[config.mk]
export PLATFORM = sky130hd
export DESIGN_NAME = ser_tx16
export DESIGN_NICKNAME = d
export VERILOG_FILES = /design/src/rtl/ser_tx16_pkg.sv /design/src/rtl/edge_rise4.sv /design/src/rtl/ser_tx16.sv
export SDC_FILE = /design/constraint.sdc
export NUM_CORES = 1
export LEC_CHECK = 0
export ABC_AREA = 0
export CORE_MARGIN = 2
export CORE_UTILIZATION = 52
export DETAILED_ROUTE_END_ITERATION = 6
export PLACE_DENSITY_LB_ADDON = 0.25
export SETUP_SLACK_MARGIN = 0.05
export SYNTH_ARGS = -nofsm -noshare
export SYNTH_HDL_FRONTEND = slang
export SYNTH_SLANG_ARGS = --single-unit
[constraint.sdc]
create_clock -name iClkIN -period 2.5 [get_ports iClkIN]
set_input_delay 0.375 -clock iClkIN [delete_from_list [all_inputs] [get_ports iClkIN]]
set_output_delay 0.375 -clock iClkIN [all_outputs]
set_load 0.03 [all_outputs]
[src/rtl/ser_tx16_pkg.sv]
// Shared types and constants for the ser_tx16 serializer.
// States, rate-select codes and the default word width.
package ser_tx16_pkg;

  localparam int WORD_W_DEF = 16;

  typedef enum logic [1:0] {
    ST_IDLE  = 2'd0,
    ST_SYNC  = 2'd1,
    ST_SHIFT = 2'd2,
    ST_DONE  = 2'd3
  } state_e;

  localparam logic [1:0] RATE_DIV2  = 2'd0;
  localparam logic [1:0] RATE_DIV4  = 2'd1;
  localparam logic [1:0] RATE_DIV8  = 2'd2;
  localparam logic [1:0] RATE_DIV16 = 2'd3;

endpackage

[src/rtl/edge_rise4.sv]
// Rising-edge detector for the four divider levels.
// rise_o[k] is high for one cycle after div_i[k] goes 0->1.
module edge_rise4 (
  input  logic       clk_i,
  input  logic       rst_ni,
  input  logic [3:0] div_i,
  output logic [3:0] rise_o
);

  logic [3:0] prev_q;

  always_ff @(posedge clk_i) begin
    if (!rst_ni) begin
      prev_q <= '0;
    end else begin
      prev_q <= div_i;
    end
  end

  assign rise_o = div_i & ~prev_q;

endmodule

[src/rtl/ser_tx16.sv]
// MSB-first serializer paced by an external clock divider.
// Define SER_TX16_PARITY_EN to append an even-parity bit per frame.
module ser_tx16
  import ser_tx16_pkg::*;
#(
  parameter int WORD_W = WORD_W_DEF
) (
  input  logic              iClkIN,
  input  logic              reset,
  input  logic              iDiv2,
  input  logic              iDiv4,
  input  logic              iDiv8,
  input  logic              iDiv16,
  input  logic [1:0]        iRateSel,
  input  logic [WORD_W-1:0] iData,
  input  logic              iLoad,
  output logic              oBusy,
  output logic              oSerOut,
  output logic              oBitStrobe,
  output logic              oDone
);

`ifdef SER_TX16_PARITY_EN
  localparam int NBITS = WORD_W + 1;
`else
  localparam int NBITS = WORD_W;
`endif
  localparam int CNT_W = $clog2(WORD_W + 2);

  state_e           state_q, state_d;
  logic [NBITS-1:0] sh_q, sh_d;
  logic [1:0]       rate_q, rate_d;
  logic [CNT_W-1:0] cnt_q, cnt_d;
  logic             ser_q, ser_d;
  logic             stb_q, stb_d;
  logic [3:0]       rise;
  logic             act;
  logic [NBITS-1:0] load_val;

  edge_rise4 u_edge (
    .clk_i  (iClkIN),
    .rst_ni (reset),
    .div_i  ({iDiv16, iDiv8, iDiv4, iDiv2}),
    .rise_o (rise)
  );

  always_comb begin
    act = 1'b0;
    unique case (rate_q)
      RATE_DIV2:  act = rise[0];
      RATE_DIV4:  act = rise[1];
      RATE_DIV8:  act = rise[2];
      RATE_DIV16: act = rise[3];
      default:    act = 1'b0;
    endcase
  end

`ifdef SER_TX16_PARITY_EN
  assign load_val = {iData, ^iData};
`else
  assign load_val = iData;
`endif

  always_comb begin
    state_d = state_q;
    sh_d    = sh_q;
    rate_d  = rate_q;
    cnt_d   = cnt_q;
    ser_d   = ser_q;
    stb_d   = 1'b0;
    unique case (state_q)
      ST_IDLE, ST_DONE: begin
        ser_d   = 1'b1;
        state_d = ST_IDLE;
        if (iLoad) begin
          sh_d    = load_val;
          rate_d  = iRateSel;
          cnt_d   = '0;
          state_d = ST_SYNC;
        end
      end
      ST_SYNC: begin
        if (act) begin
          ser_d   = sh_q[NBITS-1];
          sh_d    = sh_q << 1;
          cnt_d   = CNT_W'(1);
          stb_d   = 1'b1;
          state_d = ST_SHIFT;
        end
      end
      ST_SHIFT: begin
        if (act) begin
          // Strobe after the last bit ends the frame.
          if (cnt_q == CNT_W'(NBITS)) begin
            ser_d   = 1'b1;
            state_d = ST_DONE;
          end else begin
            ser_d = sh_q[NBITS-1];
            sh_d  = sh_q << 1;
            cnt_d = cnt_q + CNT_W'(1);
            stb_d = 1'b1;
          end
        end
      end
      default: state_d = ST_IDLE;
    endcase
  end

  always_ff @(posedge iClkIN) begin
    if (!reset) begin
      state_q <= ST_IDLE;
      sh_q    <= '0;
      rate_q  <= RATE_DIV2;
      cnt_q   <= '0;
      ser_q   <= 1'b1;
      stb_q   <= 1'b0;
    end else begin
      state_q <= state_d;
      sh_q    <= sh_d;
      rate_q  <= rate_d;
      cnt_q   <= cnt_d;
      ser_q   <= ser_d;
      stb_q   <= stb_d;
    end
  end

  assign oBusy      = (state_q == ST_SYNC) || (state_q == ST_SHIFT);
  assign oDone      = (state_q == ST_DONE);
  assign oSerOut    = ser_q;
  assign oBitStrobe = stb_q;

endmodule

==> reports/qor.txt <==
Max Root-Sink Buffers: 2
Vias in the first global route: 1380
P_int: 0.00138 W
Antenna violations before repair: 0
Root Buffer: clkbuf_4
Clock power share: 14.9%
Post-DR wirelength/cell: 13.0 um
Area grow syn2layout: 22.5%
Synthesized area: 1650 um2
Switching Power: 0.000831 W
CP Max Fanout: 18
Num rows: 20
Worst-margin pin slew: 0.680 ns
Total gr overflow: 0
Synth top area share: 37.6%
Clk pin slew, worst setup/hold paths: 0.09 ns
1st-iter DRT viols: 35
DRT Wirelength: 3.30 mm
Crit path launch type: input port
Fin crit share: 82.5%
Pwr/cell area: 1090 nW/um2
Via-to-Cell Ratio: 5.42
Ys async rst share: 0%
Critical setup path kind: input port to flop
Pre-CTS setup slack: 0.0851 ns
Port buffer count: 28
Final net count: 239
Synth top area cells: dfxtp_1, mux2i_1, mux2_2
N_diodes: 0
Placed insts: 246
Worst path required time: 2.76 ns
Die Span X: 60.4 um
CTS buffer count: 5
Fill count: 266
Post-route antenna net violation count: 0
Post-DP HPWL: 2.41 mm
Worst path max stage delay: 0.69 ns
CP cell instances: clkdlybuf4s50_1 > and4b_1 > or4_1 > o21ai_2 > buf_12 > mux2i_1
Minimum clock period after layout: 2.06 ns
Flops & latches, synth: 31
Cells after Synth: 183
Slew margin rel.: 54.3%
Most frequent cell after synthesis: nand2_1
Routability cong.: 0.806
Initial Util: 54.5%
Hold Fails Final Rpt: 0
Switching Share: 37.6%
Post-CTS setup buffer count: 0
Final Setup Violations: 0
Share of cells above drive strength 1: 14.3%
Chip height: 60.4 um
First-pass GRT wire length: 5.55 mm
Setup TNS: 0 ns
Worst endpoint data arrival time: 2.32 ns
Syn_nets: 213
Largest net degree at the start of global routing: 51
Slew Limit Fails: 0
Worst Slack Setup Final: 0.439 ns
Maximum vdd drop: 520 uV
Slowest CP cell: or4_1
Maximum clock frequency: 485 MHz
Clock Latency Late Sink: 0.33 ns
CTS Sinks: 31
Library cells used by synthesis: 37
Warnings, synthesis: 0
Boundary Pins: 29
DR vias: 1377
Reg power frac: 32.4%
Top cells by count, synth: nand2_1, dfxtp_1, mux2i_1, mux2_2, clkbuf_1
Pre-antenna DRT Iters: 4
H-Tree Level Count: 2
Max-cap viol count: 0
TritonCTS clock tree: done
Outcome: completed
Non-Filler Instances: 254
CP endpoint kind: flop
Mean Syn Cell Area: 9.03 um2
Ys flop type: dfxtp_1
Number of flops mapped to enable cells by yosys: 0
CORE AREA: 3030 um2
Post-route clock skew: 0.00404 ns
DRC violations left: 0
Hold Path Class: flop to flop
Sequential share of the synthesized area: 37.6%
GRT Util Overall: 20.3%
Die area: 3640 um2
Post-synth top area cell: dfxtp_1
RSZ-0062 raised after global routing: false
Min Hold Slack: 0.465 ns
LEAKAGE: 0.847 nW
Comb power frac: 52.6%
Core Util, Final: 66.8%
[per-layer routing]
layer | global-route usage [%] | vias to the layer above | routed length (um)
met1 | 22.1 | 652 | 1380
met2 | 36.2 | 30 | 1690
met4 | 7.62 | 0 | 42
met5 | 0 | - | 0
met3 | 7.25 | 7 | 179
li1 | - | 688 | -
[logic make-up (layout without fill, tap and decap cells)]
group                      count (synthesis)  in the layout  share of synthesized area (%)
AOI/OAI and AO/OA                         20             20                           8.48
adders and majority gates                  5              5                           3.79
buffers and inverters                     17             44                           5.38
DFF                                       31             31                           37.6
and+or+nand+nor                           75             75                           22.4
muxes                                     35             35                           22.3
[flip-flops by register name, indices dropped and copies added (netlist names)]
| register | count |
|---|---|
| u_edge.prev_q | 4 |
| rate_q | 2 |
| sh_q | 16 |
| oBitStrobe | 1 |
| state_q | 2 |
| oSerOut | 1 |
| cnt_q | 5 |
[what timing repair did]
item	CTS	global route
setup endpoints to repair	0	1
hold buffers	0	0
resized for setup	0	1
[cell usage in the layout, fill, tap and decap left out, drive strengths merged, types with 2 or more instances in the layout]
| cell | instances |
|---|---|
| clkbuf | 8 |
| buf | 3 |
| o211ai | 2 |
| inv | 5 |
| a21oi | 5 |
| o21ai | 4 |
| a21boi | 2 |
| a31o | 2 |
| nor3 | 4 |
| ha | 5 |
| nor2b | 3 |
| nand3 | 6 |
| mux2 | 15 |
| o211a | 2 |
| and2 | 4 |
| nor4bb | 2 |
| nand2 | 44 |
| or2 | 2 |
| clkdlybuf4s50 | 27 |
| nand2b | 2 |
| dfxtp | 31 |
| mux2i | 20 |
[worst max-delay path: cells and delay by family]
kind,cells,cell delay [ns]
simple gates,2,0.89
buf+inv,2,0.61
mux,1,0.21
compound gates,1,0.22
[power by group through the flow]
| stage | Sequential [W] | Combinational [W] | Clock [W] |
|---|---|---|---|
| global placement | 0.000717 | 0.00114 | 0 |
| floorplan | 0.000718 | 0.000948 | 0 |
| finish | 0.000717 | 0.00116 | 0.000331 |
| detailed placement | 0.000729 | 0.00117 | 0 |
| global route | 0.000736 | 0.00127 | 0.000365 |
| CTS | 0.000718 | 0.00118 | 0.000340 |
[area by class of cell]
class / instances / area, um2 / area share [%]
inverters: 5 / 18.8 / 0.928
multi-input cells: 135 / 942 / 46.6
flip-flops and latches: 31 / 621 / 30.7
well taps: 44 / 55.1 / 2.72
clock buffers: 8 / 68.8 / 3.40
repair buffers: 31 / 318 / 15.7
[path summary, 6_finish.rpt]
kind	to	depth (start not counted)	start	slack (ns)
worst min register to register	sh_q[0]	2	sh_q[0]	0.47
worst max register to register	sh_q[5]	5	rate_q[1]	0.53
worst min-delay path	sh_q[0]	2	sh_q[0]	0.47
worst max-delay path	sh_q[5]	6	iDiv16	0.44
[through the flow]
step / area (um2) / power, W
after floorplan: 1650 / 0.00167
after global placement: 1950 / 0.00185
after detailed placement: 1950 / 0.00190
after CTS: 2020 / 0.00224
after global routing: 2020 / 0.00237
final: 2020 / 0.00221
No activity file was read; power rests on OpenSTA's default activity.
